$ cat config.mk
export PLATFORM = sky130hd
export DESIGN_NAME = call_stack_flat
export DESIGN_NICKNAME = d
export VERILOG_FILES = /design/src/rtl/call_stack_if.sv /design/src/rtl/call_stack.sv /design/src/flat_wrapper.sv
export SDC_FILE = /design/constraint.sdc
export NUM_CORES = 1
export LEC_CHECK = 0
export BUFFER_PORTS_ARGS = -buffer_cell sky130_fd_sc_hd__buf_2
export CAP_MARGIN = 0
export CORE_ASPECT_RATIO = 0.8
export CORE_MARGIN = 3
export CORE_UTILIZATION = 35
export CTS_CLUSTER_SIZE = 40
export DETAILED_ROUTE_END_ITERATION = 10
export PLACE_DENSITY_LB_ADDON = 0.12
export RECOVER_POWER = 100
export SETUP_SLACK_MARGIN = 0.15
export SLEW_MARGIN = 15
export SYNTH_ARGS = -nofsm -noshare
export SYNTH_HDL_FRONTEND = slang
export SYNTH_SLANG_ARGS = --single-unit
export TNS_END_PERCENT = 20
$ cat constraint.sdc
create_clock -name i_clk -period 4.8 [get_ports i_clk]
set_input_delay 0.48 -clock i_clk [delete_from_list [all_inputs] [get_ports i_clk]]
set_output_delay 0.48 -clock i_clk [all_outputs]
set_load 0.03 [all_outputs]
$ cat src/rtl/call_stack_if.sv
// ---------------------------------------------------------------------------
// call_stack_if
// Push/pop interface between the CPU datapath (master) and the hardware
// return-address stack (slave).
//   push_signal / pop_signal : request strobes, sampled on the rising edge
//   push                     : address to store (current PC)
//   pop                      : combinational top-of-stack value
//   empty / full / count     : occupancy, decoded from the stack pointer
//   overflow / underflow     : sticky error flags, cleared only by reset
// ---------------------------------------------------------------------------
interface call_stack_if #(
    parameter int WIDTH = 10
);
    logic             push_signal;
    logic             pop_signal;
    logic [WIDTH-1:0] push;
    logic [WIDTH-1:0] pop;
    logic             empty;
    logic             full;
    logic [4:0]       count;
    logic             overflow;
    logic             underflow;

    modport master (
        output push_signal, pop_signal, push,
        input  pop, empty, full, count, overflow, underflow
    );

    modport slave (
        input  push_signal, pop_signal, push,
        output pop, empty, full, count, overflow, underflow
    );
endinterface

$ cat src/rtl/call_stack.sv
// ---------------------------------------------------------------------------
// call_stack
// Parameterised LIFO holding return addresses for the single-cycle CPU.
// Top-of-stack is read combinationally so a return can use it in the same
// cycle; pointer, storage and sticky error flags update on the rising edge.
//   i_clk   : system clock
//   i_reset : asynchronous, active-high reset (pointer and flags)
//   bus     : call_stack_if slave port (requests in, stack status out)
// ---------------------------------------------------------------------------
module call_stack #(
    parameter int WIDTH = 10,
    parameter int DEPTH = 8
) (
    input  logic        i_clk,
    input  logic        i_reset,
    call_stack_if.slave bus
);
    localparam int AW = (DEPTH > 1) ? $clog2(DEPTH) : 1;
    localparam logic [4:0] DEPTH_C = DEPTH[4:0];

    logic [WIDTH-1:0] r_mem [DEPTH];
    logic [4:0]       r_sp;
    logic             r_overflow;
    logic             r_underflow;

    logic             w_empty;
    logic             w_full;
    logic [4:0]       w_sp_m1;
    logic [WIDTH-1:0] w_top;
    logic             w_wr_en;
    logic [AW-1:0]    w_wr_idx;
    logic [4:0]       w_sp_nxt;
    logic             w_ovf_set;
    logic             w_unf_set;

    assign w_empty = (r_sp == 5'd0);
    assign w_full  = (r_sp == DEPTH_C);
    assign w_sp_m1 = r_sp - 5'd1;

    // Top-of-stack read; zero when empty so stale entries never leak out.
    always_comb begin
        w_top = '0;
        if (!w_empty) begin
            w_top = r_mem[w_sp_m1[AW-1:0]];
        end else begin
            w_top = '0;
        end
    end

    // Request decode: write strobe/index, next pointer and flag set terms.
    always_comb begin
        w_wr_en   = 1'b0;
        w_wr_idx  = r_sp[AW-1:0];
        w_sp_nxt  = r_sp;
        w_ovf_set = 1'b0;
        w_unf_set = 1'b0;
        case ({bus.push_signal, bus.pop_signal})
            2'b10: begin
                if (!w_full) begin
                    w_wr_en  = 1'b1;
                    w_wr_idx = r_sp[AW-1:0];
                    w_sp_nxt = r_sp + 5'd1;
                end else begin
                    w_ovf_set = 1'b1;
                end
            end
            2'b01: begin
                if (!w_empty) begin
                    w_sp_nxt = w_sp_m1;
                end else begin
                    w_unf_set = 1'b1;
                end
            end
            2'b11: begin
                // Replace-top; on an empty stack this degrades to a plain push
                // (an empty stack can never be full since DEPTH >= 2).
                if (!w_empty) begin
                    w_wr_en  = 1'b1;
                    w_wr_idx = w_sp_m1[AW-1:0];
                end else begin
                    w_wr_en  = 1'b1;
                    w_wr_idx = r_sp[AW-1:0];
                    w_sp_nxt = r_sp + 5'd1;
                end
            end
            default: begin
                w_wr_en  = 1'b0;
                w_sp_nxt = r_sp;
            end
        endcase
    end

    // Pointer and sticky flags; reset discards all entries immediately.
    always_ff @(posedge i_clk or posedge i_reset) begin
        if (i_reset) begin
            r_sp        <= 5'd0;
            r_overflow  <= 1'b0;
            r_underflow <= 1'b0;
        end else begin
            r_sp        <= w_sp_nxt;
            r_overflow  <= r_overflow  | w_ovf_set;
            r_underflow <= r_underflow | w_unf_set;
        end
    end

    // Entry storage; contents are unobservable while the pointer is zero,
    // so it carries no reset, but writes are suppressed while reset is high.
    always_ff @(posedge i_clk) begin
        if (w_wr_en && !i_reset) begin
            r_mem[w_wr_idx] <= bus.push;
        end
    end

    assign bus.pop       = w_top;
    assign bus.empty     = w_empty;
    assign bus.full      = w_full;
    assign bus.count     = r_sp;
    assign bus.overflow  = r_overflow;
    assign bus.underflow = r_underflow;

endmodule
$ cat src/flat_wrapper.sv
// flat-port wrapper written by rule: the top's interface ports become plain ports
module call_stack_flat 
#(
    parameter int WIDTH = 10,
    parameter int DEPTH = 8
)
  (i_clk, i_reset, bus_push_signal, bus_pop_signal, bus_push, bus_pop, bus_empty, bus_full, bus_count, bus_overflow, bus_underflow);
  call_stack_if #(.WIDTH(WIDTH)) bus_i ();
  input  logic i_clk;
  input  logic i_reset;
  input wire logic [$bits(bus_i.push_signal)-1:0] bus_push_signal;
  input wire logic [$bits(bus_i.pop_signal)-1:0] bus_pop_signal;
  input wire logic [$bits(bus_i.push)-1:0] bus_push;
  output wire logic [$bits(bus_i.pop)-1:0] bus_pop;
  output wire logic [$bits(bus_i.empty)-1:0] bus_empty;
  output wire logic [$bits(bus_i.full)-1:0] bus_full;
  output wire logic [$bits(bus_i.count)-1:0] bus_count;
  output wire logic [$bits(bus_i.overflow)-1:0] bus_overflow;
  output wire logic [$bits(bus_i.underflow)-1:0] bus_underflow;
  assign bus_i.push_signal = bus_push_signal;
  assign bus_i.pop_signal = bus_pop_signal;
  assign bus_i.push = bus_push;
  assign bus_pop = bus_i.pop;
  assign bus_empty = bus_i.empty;
  assign bus_full = bus_i.full;
  assign bus_count = bus_i.count;
  assign bus_overflow = bus_i.overflow;
  assign bus_underflow = bus_i.underflow;
  call_stack #(.WIDTH(WIDTH), .DEPTH(DEPTH)) u_core (.i_clk(i_clk), .i_reset(i_reset), .bus(bus_i));
endmodule
# After elaboration in Yosys (flattened, before gate mapping)
# Memories as Yosys holds them, arrays and structs flattened.
# Index checks and enable logic that the tools add are counted.
[word_totals]
mem_bits_ro = 0
in_bits = 14
regBits = 7
out_inout_bits = 19
mem_count = 1
wordCells = 35
ram_bits = 80
latch_bits = 0
[mem_list]
columns = ["name", "words", "word_bits", "read_ports", "rd_clocked_by_memory_dff", "write_ports", "line_no", "rtl"]
rows = [
  ["u_core.r_mem", 8, 10, 1, 0, 1, "call_stack.sv:21", "logic [WIDTH-1:0] r_mem [DEPTH];"],
]
[op_classes]
bitwise_logic = 2
n_eq_ne = 7
n_lt_le_gt_ge = 0
n_mul = 0
addsub = 2
shifts = 0
div_mod_pow = 0
reduce_logical = 5
muxes = 15
[op_table]
columns = ["op", "count"]
rows = [
  ["5-bit two-way mux", 3],
  ["5-bit case mux with 3 select lines", 1],
  ["10-bit two-way mux", 1],
  ["1-bit two-way mux", 7],
  ["3-bit two-way mux", 2],
  ["2-bit inequality test (second input constant)", 3],
  ["5-bit by 1-bit adder with 5-bit output (second input constant)", 1],
  ["5-bit by 4-bit == test with 1-bit output (second input constant)", 1],
  ["5-bit logical NOT", 1],
  ["5-bit by 1-bit subtractor with 5-bit output (second input constant)", 1],
  ["2-bit == test (second input constant)", 2],
  ["4-bit AND reduction", 1],
  ["3-bit nonzero test", 1],
  ["2-bit by 1-bit == test with 1-bit output (second input constant)", 1],
  ["1-bit OR", 2],
  ["1-bit case mux with 2 select lines", 1],
  ["1-bit logical AND", 1],
  ["1-bit logical NOT", 1],
]

# Depth between registers and ports, before layout
# Gate-level depths: netlist of the first run.
[depth]
ltp_word = 6
depth_mapped = 10
mapped_depth_nobuf = 7

# Worst setup path before layout of the first run
# No wires, ideal clock.
[synth_path]
path_type = "register -> output"
start = "register u_core.r_sp[0] (netlist: u_core.bus.count[0])"
end = "output port bus_pop[6]"
path_slack_ps = 1575
path_buffers = 4
t_arrival_ps = 2745
path_stages_with_launch = 10
t_required_ps = 4320
cell_sequence = "dfrtp_1 > buf_2 > buf_2 > inv_1 > ha_1 > buf_2 > clkbuf_1 > mux4_2 > nand2_1 > a21oi_1"
[synth_via]
elab_chain_len = 3
word_cells_on_any_way = 4
cone_classes = "1 x add/sub; 1 x mux; 1 x reduce/logical; 1 x memory"
[synth_lines]
columns = ["item", "line_no", "rtl"]
rows = [
  ["from (decl)", "call_stack.sv:22", "logic [4:0] r_sp;"],
  ["from (signal assigned)", "call_stack.sv:100", "r_sp <= w_sp_nxt;"],
  ["5-bit by 1-bit subtractor with 5-bit output", "call_stack.sv:38", "assign w_sp_m1 = r_sp - 5'd1;"],
  ["memory read 8 x 10 bit", "-", ""],
  ["10-bit two-way mux *", "call_stack.sv:43", "if (!w_empty) begin"],
  ["to (decl)", "flat_wrapper.sv:14", "output wire logic [$bits(bus_i.pop)-1:0] bus_pop;"],
]
# Every way passes the cells marked *; elsewhere a longest branch is shown, timed or not.

# Worst setup path in the final report of the first run
[layout_path]
start = "register u_core.r_sp[0] (netlist: u_core.bus.count[0])"
end = "output port bus_pop[7]"
# Same word-level chain as after synthesis.

==> results of run 1 <==
## layout by cell type, fill, tap and decap left out, drive strengths merged
cell	count
edfxtp	80
clkbuf	32
nand2	22
mux4	20
buf	17
a21oi	11
nor2	10
dfrtp	7
nor3	5
xnor2	5
mux2i	4
inv	4
and4	4
clkinv	4
nand2b	3
and3	3
nor4	3
o22ai	3
ha	3
xor2	2
a32oi	2
a211oi	2
clkinvlp	2
and4bb	1
nor3b	1
or4b	1
nor4b	1
and2	1
nand4b	1
a22oi	1
a311oi	1
a31o	1
o21bai	1
## cells by family after synthesis
kind of cell,synth area share (%)
DFF,70.1
and+or+nand+nor,7.89
muxes,13.3
AOI/OAI and AO/OA,3.78
buffers and inverters,2.21
xor gates and xnor gates,1.67
adders and majority gates,1.02
## worst register-to-register path: stages, from the launching register on
cell and delay, ns:
dfrtp_1 0.35, clkbuf_1 1.54, and3_1 0.39, a32oi_1 0.18
nor2_1 0.85
## state kept, by name (all words and copies together), names as in the netlist
name / flops
u_core.bus.overflow: 1
u_core.bus.underflow: 1
u_core.r_mem: 80
u_core.bus.count: 5
## path summary, 6_finish.rpt
path	cells past startpoint	startpoint	to	slack, ns
setup / recovery	5	u_core.bus.count[0]$_DFFE_PP0P_	bus_pop[7]	1.04
hold / removal	2	i_reset	u_core.bus.count[4]$_DFFE_PP0P_	0.10
setup reg to reg	4	u_core.bus.count[0]$_DFFE_PP0P_	u_core.r_mem[0][6]$_DFFE_PP_	1.10
hold reg to reg	1	u_core.bus.underflow$_DFF_PP0_	u_core.bus.underflow$_DFF_PP0_	0.48
max in group asynchronous	2	i_reset	u_core.bus.count[0]$_DFFE_PP0P_	4.43
min in group i_clk	1	u_core.bus.underflow$_DFF_PP0_	u_core.bus.underflow$_DFF_PP0_	0.48
## routing by layer
| metal | global-route usage, % | routed length (um) | vias up |
|---|---|---|---|
| met5 | 0 | 0 | - |
| met1 | 19.8 | 3810 | 1029 |
| met2 | 21.6 | 3640 | 37 |
| met4 | 3.66 | 80 | 0 |
| li1 | - | - | 928 |
| met3 | 4.54 | 383 | 8 |
## metrics by stage
step	utilization (%)	hold slack (ns)	power (W)
final	42.6	0.104	0.00298
after CTS	42.9	0.0979	0.00303
after detailed placement	40.3	0.459	0.00242
after global routing	42.6	0.118	0.00317
after global placement	40.3	0.458	0.00243
after floorplan	-	0.294	0.00200
## where the power goes
part	switching [W]	leakage [nW]	internal (W)	total, W
clock	0.000261	0.117	0.000342	0.000603
combinational	0.000897	0.477	0.000497	0.00139
sequential	0.0000589	0.805	0.000922	0.000980
## final cells by class
class / count / area (um^2) / area share (%)
Timing Repair Buffer: 39 / 178 / 4.20
Tap cell: 136 / 170 / 4.02
Multi-Input combinational cell: 112 / 1030 / 24.3
Inverter: 5 / 23.8 / 0.562
Sequential cell: 87 / 2580 / 60.9
Clock buffer: 10 / 229 / 5.41
Clock inverter: 5 / 26.3 / 0.621
==> impl_metrics.yaml, run 1 <==
detailed_routing:
  drcViolationCount: 0
  drtIter0Drc: 156
  postRouteAntennaNets: 0
  vias: 2002
  drt-pass1-iter-count: 4
  totalWireLength_mm: 7.91
  avgRoutedWirePerCell_um: 20.1
  routed_via_density: 5.08
synthesis:
  ys_top_cells_by_area: "edfxtp_1 (65%), mux4_2 (12%), dfrtp_1 (4.8%), nand2_1 (2.2%), a21oi_1 (1.5%)"
  synth_area_per_cell_um2: 16.9
  netlist_top_cells_count: "edfxtp_1 (80), nand2_1 (22), mux4_2 (20)"
  synth_seq_cells: 87
  synthCells: 217
  synth-async-reset-ratio_pct: 8.05
  synthesis.area_mm2: 0.00368
  ys.warnings.count: 0
  yosys.area.top_type_share_pct: 65.3
  synth_most_common_cell: "edfxtp_1"
  yosysSeqAreaShare_pct: 70.1
  synth_edf_count: 80
  synth_fp_nets: 234
  synth_top_area_cell: "edfxtp_1"
  synth.distinct_cells: 33
  synth_flop_cell: "edfxtp_1"
sta:
  final.period_utilization_pct: 78.3
  rsz0062_at_grt: "false"
  max-slew-margin-rel_pct: -44.0
  finClkSkew_ns: 0.00842
  fmax_ghz: 0.266
  finalSetupViolCount: 0
  hold_viol_final: 0
  setup_slack_ns: 1.04
  fin_crit_ns: 3.76
  setup_tns_ns: 0
  slew_violations: 27
  worst_pin_slew_ns: 2.16
clock_tree:
  cts_max_path_buffers: 2
  postCtsSetupBuffers: 0
  clkLatencyLatePin_ns: 0.33
  cts_htree_levels: 3
  clock_sinks: 87
  cts_tree: "built"
  cts-root-buf: "clkbuf_16"
  clk_pin_slew_ns: 0.06
  cts_hold_buf: 0
  cts_resized: 0
  numCtsBuffers: 9
worst_setup_path:
  crit_fanout: 26
  path_class: "reg -> out"
  critPathSlowestCell: "clkbuf_1"
  worstPathArrival_ns: 3.28
  cp-start-kind: "flip-flop"
  crit_required_ns: 4.32
  slowest_delay_ns: 1.54
  crit_chain: "clkbuf_1 -> mux4_2 -> nand2_1 -> a21oi_1 -> buf_2"
  end_kind: "primary output"
  crit_buf_inv: 2
  cp_top_family: "buffers and inverters"
layout:
  stdcell_count: 394
  num_antenna_cells: 0
  drive_gt1_share_pct: 19.8
  fin_nets: 271
  nFillCells: 943
  area_delta_synth_final_pct: 15.0
  design_area_mm2: 0.00423
place:
  portBuffers: 32
  gp_congestion: 0.762
  post_dp_cell_area_mm2: 0.00400
  post-dp-hpwl_mm: 4.82
  dp_slack_ns: 1.54
  dp_cells: 379
grt:
  grt_use_total_pct: 14.2
  grt-ovfl-total: 0
  grt_max_degree: 27
  grt_pass1_wl_mm: 12.1
  antenna_found_initial: 0
  grt_pass1_vias: 2026
power:
  p_per_area_mw_per_mm2: 704
  p_leak_nw: 1.40
  vdd_drop_max_v: 0.000294
job:
  max-cap-violations: 1
die:
  core-area_mm2: 0.00993
  row_count: 32
  io_pins: 33
  die_w_um: 121
  start_util_pct: 37.0
  die_h_um: 97.7
  die_area_mm2: 0.0118
outcome:
  violations: "max-capacitance violations, max-slew violations"
  status: "finished with violations"
min_path:
  hold_class: "in -> async"
Power figures use the tool's default switching activity.
==> inputs of run 2 (changes only) <==
Clock period 4.8 ns to 3.9 ns, I/O delays scaled along.
==> run 2 against run 1 <==
Effect of this change:
- the flow now finishes without violations
- first-iteration DRC count shrank 22%
- die area stayed put
- sequential cell count unchanged
- wire length decreased by 6.1%
- cell area is 1.0% higher
- final cell count rose by 0.25%
- total power grew 26%
- critical endpoint is now bus_pop[0]
- largest cell class unchanged
==> impl_metrics.yaml, run 2 (synthesis results as in run 1) <==
sta:
  finalSetupViolCount: 0
  setup_tns_ns: 0
  rsz0062_at_grt: "false"
  slew_violations: 0
  fin_crit_ns: 3.25
  setup_slack_ns: 0.652
  fmax_ghz: 0.308
  final.period_utilization_pct: 83.3
  finClkSkew_ns: 0.00375
  hold_ws_ns: 0.411
  hold_viol_final: 0
  worst_pin_slew_ns: 1.09
  max-slew-margin-rel_pct: 27.1
clock_tree:
  cts-root-buf: "clkbuf_16"
  clk_pin_slew_ns: 0.06
  cts_tree: "built"
  numCtsBuffers: 9
  cts_htree_levels: 3
  clkLatencyLatePin_ns: 0.34
  cts_max_path_buffers: 2
  clock_sinks: 87
  cts_resized: 0
die:
  die_w_um: 121
  row_count: 32
  die_area_mm2: 0.0118
  die_h_um: 97.7
  start_util_pct: 37.0
  io_pins: 33
  core-area_mm2: 0.00993
detailed_routing:
  highest_layer: "met4"
  drcViolationCount: 0
  postRouteAntennaNets: 0
  drtIter0Drc: 121
  dr_wl_met2_mm: 3.44
  drt-pass1-iter-count: 4
  totalWireLength_mm: 7.43
  dr_wl_met3_um: 335
  vias: 1986
  routed_via_density: 5.03
  avgRoutedWirePerCell_um: 18.8
  wl_met1_mm: 3.57
layout:
  final_common_cell: "edfxtp_1"
  layout_common_cells: "edfxtp_1 (80), clkbuf_1 (31), nand2_1 (22)"
  regMostFlops: "u_core.r_mem"
  drive_gt1_share_pct: 16.6
  area_delta_synth_final_pct: 16.2
  nFillCells: 935
  largest_reg_flops: 80
  num_antenna_cells: 0
  finalCoreUtilization_pct: 43.0
  regArea_mm2: 0.00258
  multi_input_area_mm2: 0.00102
  fin_nets: 271
grt:
  grt_use_total_pct: 13.6
  grt_pass1_vias: 2002
  antenna_found_initial: 0
  grt-ovfl-total: 0
  grt_pass1_wl_mm: 11.7
  grt_max_degree: 27
worst_setup_path:
  cp-start-kind: "flip-flop"
  crit_fanout: 16
  r2r_setup_slack_ns: 0.76
  worstPathArrival_ns: 2.86
  crit_required_ns: 3.51
  path_class: "reg -> out"
  end_kind: "primary output"
power:
  p_per_area_mw_per_mm2: 875
  power_frac_seq_pct: 32.2
  p_sw_share_pct: 39.6
  cellInternalPower_w: 0.00226
  vdd_drop_max_v: 0.000347
  power_switching_w: 0.00148
  p_leak_nw: 1.40
  clkPwrFrac_pct: 23.9
  comb_power_share_pct: 43.9
  finalPower_w: 0.00374
outcome:
  status: "complete, no violations"
place:
  dp_slack_ns: 0.737
  gp_congestion: 0.752
  portBuffers: 32
  post-dp-hpwl_mm: 4.92
job:
  max-cap-violations: 0
min_path:
  hold_class: "in -> reg"
-- run 2: metal layers --
metal,up-vias,track usage [%]
li1,933,-
met1,1015,18.8
met2,31,20.3
met3,7,5.06
met4,0,3.66
met5,-,0
-- run 2: worst paths after layout --
kind,from,to,cells after the start
max in group asynchronous,i_reset,u_core.bus.count[0]$_DFFE_PP0P_,3
min in group asynchronous,i_reset,u_core.bus.count[3]$_DFFE_PP0P_,3
hold reg to reg,u_core.bus.overflow$_DFF_PP0_,u_core.bus.overflow$_DFF_PP0_,1
setup / recovery,u_core.bus.count[1]$_DFFE_PP0P_,bus_pop[0],7
hold / removal,bus_push[0],u_core.r_mem[4][0]$_DFFE_PP_,1
setup reg to reg,u_core.bus.count[1]$_DFFE_PP0P_,u_core.r_mem[5][8]$_DFFE_PP_,6
-- run 2: critical path, stage by stage (launching register included) --
cell and delay, ns:
dfrtp_1 0.49, inv_1 0.15, ha_1 0.72, buf_4 0.34, mux4_2 0.21, nand2_1 0.05, a21oi_1 0.22, clkbuf_1 0.33
-- run 2: final cells by class --
type | instances | area share [%]
clock buffers | 10 | 5.36
clock inverters | 6 | 1.99
inverters | 5 | 0.556
multi-input cells | 112 | 23.8
flip-flops and latches | 87 | 60.3
well taps | 136 | 3.98
repair buffers | 39 | 3.98
-- run 2: what timing repair did --
item | 4_1_cts | 5_1_grt
setup buffers | 0 | 0
endpoints found under the hold margin | 7 | 0
hold buffers | 1 | 0
-- run 2: through the flow --
stage          area [um^2]  instances
5_1_grt               4270        395
3_3_place_gp          4000        378
4_1_cts               4320        395
3_5_place_dp          4000        378
2_1_floorplan         3680        217
6_report              4270        395
-- run 2: power by group through the flow --
stage	sequential, W	clock [W]	combinational [W]
5_1_grt	0.00122	0.000959	0.00180
6_report	0.00121	0.000893	0.00164
3_3_place_gp	0.00122	0	0.00175
4_1_cts	0.00120	0.000918	0.00173
3_5_place_dp	0.00122	0	0.00173
2_1_floorplan	0.00127	0	0.00119
==> inputs of run 3 (changes only) <==
Clock period 3.9 ns to 3.3 ns, I/O delays scaled along.
==> run 3 against run 2 <==
Effect of this change:
- worst hold slack worse by 0.053 ns
- clock skew is essentially flat
- cell area is 1.5% higher
- die area unchanged
- combinational power up 24%
- count of clock-buffer cells in the layout is the same
- first-iteration DRC count shrank 6.6%
- total power grew 20%
- clock power up 20%
- via count is 2.1% higher
- sequential cell count is the same
- highest routed layer unchanged
==> impl_metrics.yaml, run 3 (synthesis results as in run 1) <==
outcome:
  status: "complete, no violations"
place:
  gp_congestion: 0.759
  post-dp-hpwl_mm: 5.02
  portBuffers: 32
  dp_slack_ns: 0.495
detailed_routing:
  drtIter0Drc: 113
  routed_via_density: 5.03
  totalWireLength_mm: 7.51
  drt-pass1-iter-count: 6
  vias: 2028
  postRouteAntennaNets: 0
  avgRoutedWirePerCell_um: 18.6
  drcViolationCount: 0
sta:
  slew_violations: 0
  worst_pin_slew_ns: 0.950
  fin_crit_ns: 2.92
  max-slew-margin-rel_pct: 36.7
  finalSetupViolCount: 0
  hold_viol_final: 0
  finClkSkew_ns: 0.00400
  rsz0062_at_grt: "false"
  setup_slack_ns: 0.381
  fmax_ghz: 0.343
  final.period_utilization_pct: 88.5
  setup_tns_ns: 0
die:
  die_area_mm2: 0.0118
  row_count: 32
  io_pins: 33
  core-area_mm2: 0.00993
  die_h_um: 97.7
  start_util_pct: 37.0
  die_w_um: 121
clock_tree:
  cts_max_path_buffers: 2
  cts_htree_levels: 3
  cts_tree: "built"
  cts-root-buf: "clkbuf_16"
  numCtsBuffers: 9
  clkLatencyLatePin_ns: 0.33
  clk_pin_slew_ns: 0.06
  postCtsSetupBuffers: 0
  clock_sinks: 87
grt:
  grt_max_degree: 27
  grt_use_total_pct: 13.7
  grt_pass1_wl_mm: 12.1
  antenna_found_initial: 0
  grt-ovfl-total: 0
  grt_pass1_vias: 2092
worst_setup_path:
  r2r-start: "u_core.bus.count[1]$_DFFE_PP0P_"
  end_kind: "primary output"
  cp_top_family: "buffers and inverters"
  slowest_delay_ns: 0.48
  crit_required_ns: 2.97
  worstPathArrival_ns: 2.59
  r2r_setup_slack_ns: 0.46
  rr_worst_depth: 7
  r2r-end: "u_core.r_mem[5][7]$_DFFE_PP_"
  crit_buf_inv: 4
  critPathSlowestCell: "dfrtp_1"
  path_class: "reg -> out"
  crit_fanout: 16
  path_common_cell: "buf_4"
  crit_chain: "inv_1 -> ha_1 -> buf_4 -> buf_4 -> mux4_2 -> nand2_1 -> a21oi_1 -> clkbuf_1"
  cp-start-kind: "flip-flop"
layout:
  fin_nets: 279
  area_delta_synth_final_pct: 18.0
  num_antenna_cells: 0
  finalCoreUtilization_pct: 43.7
  layout_common_cells: "edfxtp_1 (80), clkbuf_1 (28), nand2_1 (22)"
  final_common_cell: "edfxtp_1"
  regMostFlops: "u_core.r_mem"
  drive_gt1_share_pct: 21.3
  largest_reg_flops: 80
  nFillCells: 922
job:
  max-cap-violations: 0
power:
  p_leak_nw: 1.45
  p_per_area_mw_per_mm2: 1040
  vdd_drop_max_v: 0.000482
min_path:
  hold_class: "in -> reg"
  worstHoldEndpoint: "u_core.r_mem[3][3]$_DFFE_PP_"
  hold_depth: 1
  hold_start: "bus_push[3]"
-- run 3: changes by cell type in the layout (fill, tap and decap cells not counted), sizes merged --
cell / change
clkbuf: +6
clkinv: -4
buf: +2
clkinvlp: +2
inv: +2
-- run 3: metal layers --
metal	global-route usage, %	up-vias	wire, um
li1	-	952	-
met1	19.0	1038	3540
met2	21.2	31	3620
met3	4.02	7	280
met4	3.66	0	63
met5	0	-	0
-- run 3: where the power goes --
| group | internal (W) | switching [W] | total, W |
|---|---|---|---|
| logic | 0.000707 | 0.00132 | 0.00203 |
| clock network | 0.000668 | 0.000404 | 0.00107 |
| registers | 0.00134 | 0.0000569 | 0.00140 |
| total | 0.00271 | 0.00178 | 0.00449 |
-- run 3: area by class of cell --
class | instances | area (um^2) | share of cell area, %
sequential | 87 | 2580 | 59.4
multi-input combinational | 112 | 1030 | 23.7
clock buffer | 10 | 229 | 5.28
timing repair buffer | 47 | 219 | 5.05
tap | 136 | 170 | 3.92
clock inverter | 6 | 92.6 | 2.13
inverter | 5 | 23.8 | 0.548
-- run 3: how the worst max path moves through the flow --
stage	from	end	cells past startpoint
final	u_core.bus.count[1]$_DFFE_PP0P_	bus_pop[2]	8
after global routing	u_core.bus.count[1]$_DFFE_PP0P_	bus_pop[2]	8
after CTS	u_core.bus.count[1]$_DFFE_PP0P_	bus_pop[0]	6
after detailed placement	u_core.bus.count[1]$_DFFE_PP0P_	u_core.r_mem[5][2]$_DFFE_PP_	7
after global placement	u_core.bus.count[1]$_DFFE_PP0P_	u_core.r_mem[5][6]$_DFFE_PP_	7
after floorplan	u_core.bus.count[0]$_DFFE_PP0P_	u_core.r_mem[4][0]$_DFFE_PP_	10
-- run 3: what timing repair did --
action                                  in CTS  in global routing
gates resized for setup                      0                  1
endpoints found under the hold margin        7                  0
endpoints found under the setup margin       0                  9
hold buffers                                 1                  0
-- run 3: per-stage QoR --
| stage | std cells | power, W | cell area, um^2 | hold WS, ns |
|---|---|---|---|---|
| detailed placement | 386 | 0.00354 | 4060 | 0.305 |
| global route | 403 | 0.00477 | 4340 | 0.378 |
| finish | 403 | 0.00449 | 4340 | 0.357 |
| CTS | 403 | 0.00463 | 4390 | 0.271 |
| floorplan | 217 | 0.00291 | 3680 | 0.144 |
| global placement | 386 | 0.00356 | 4060 | 0.300 |
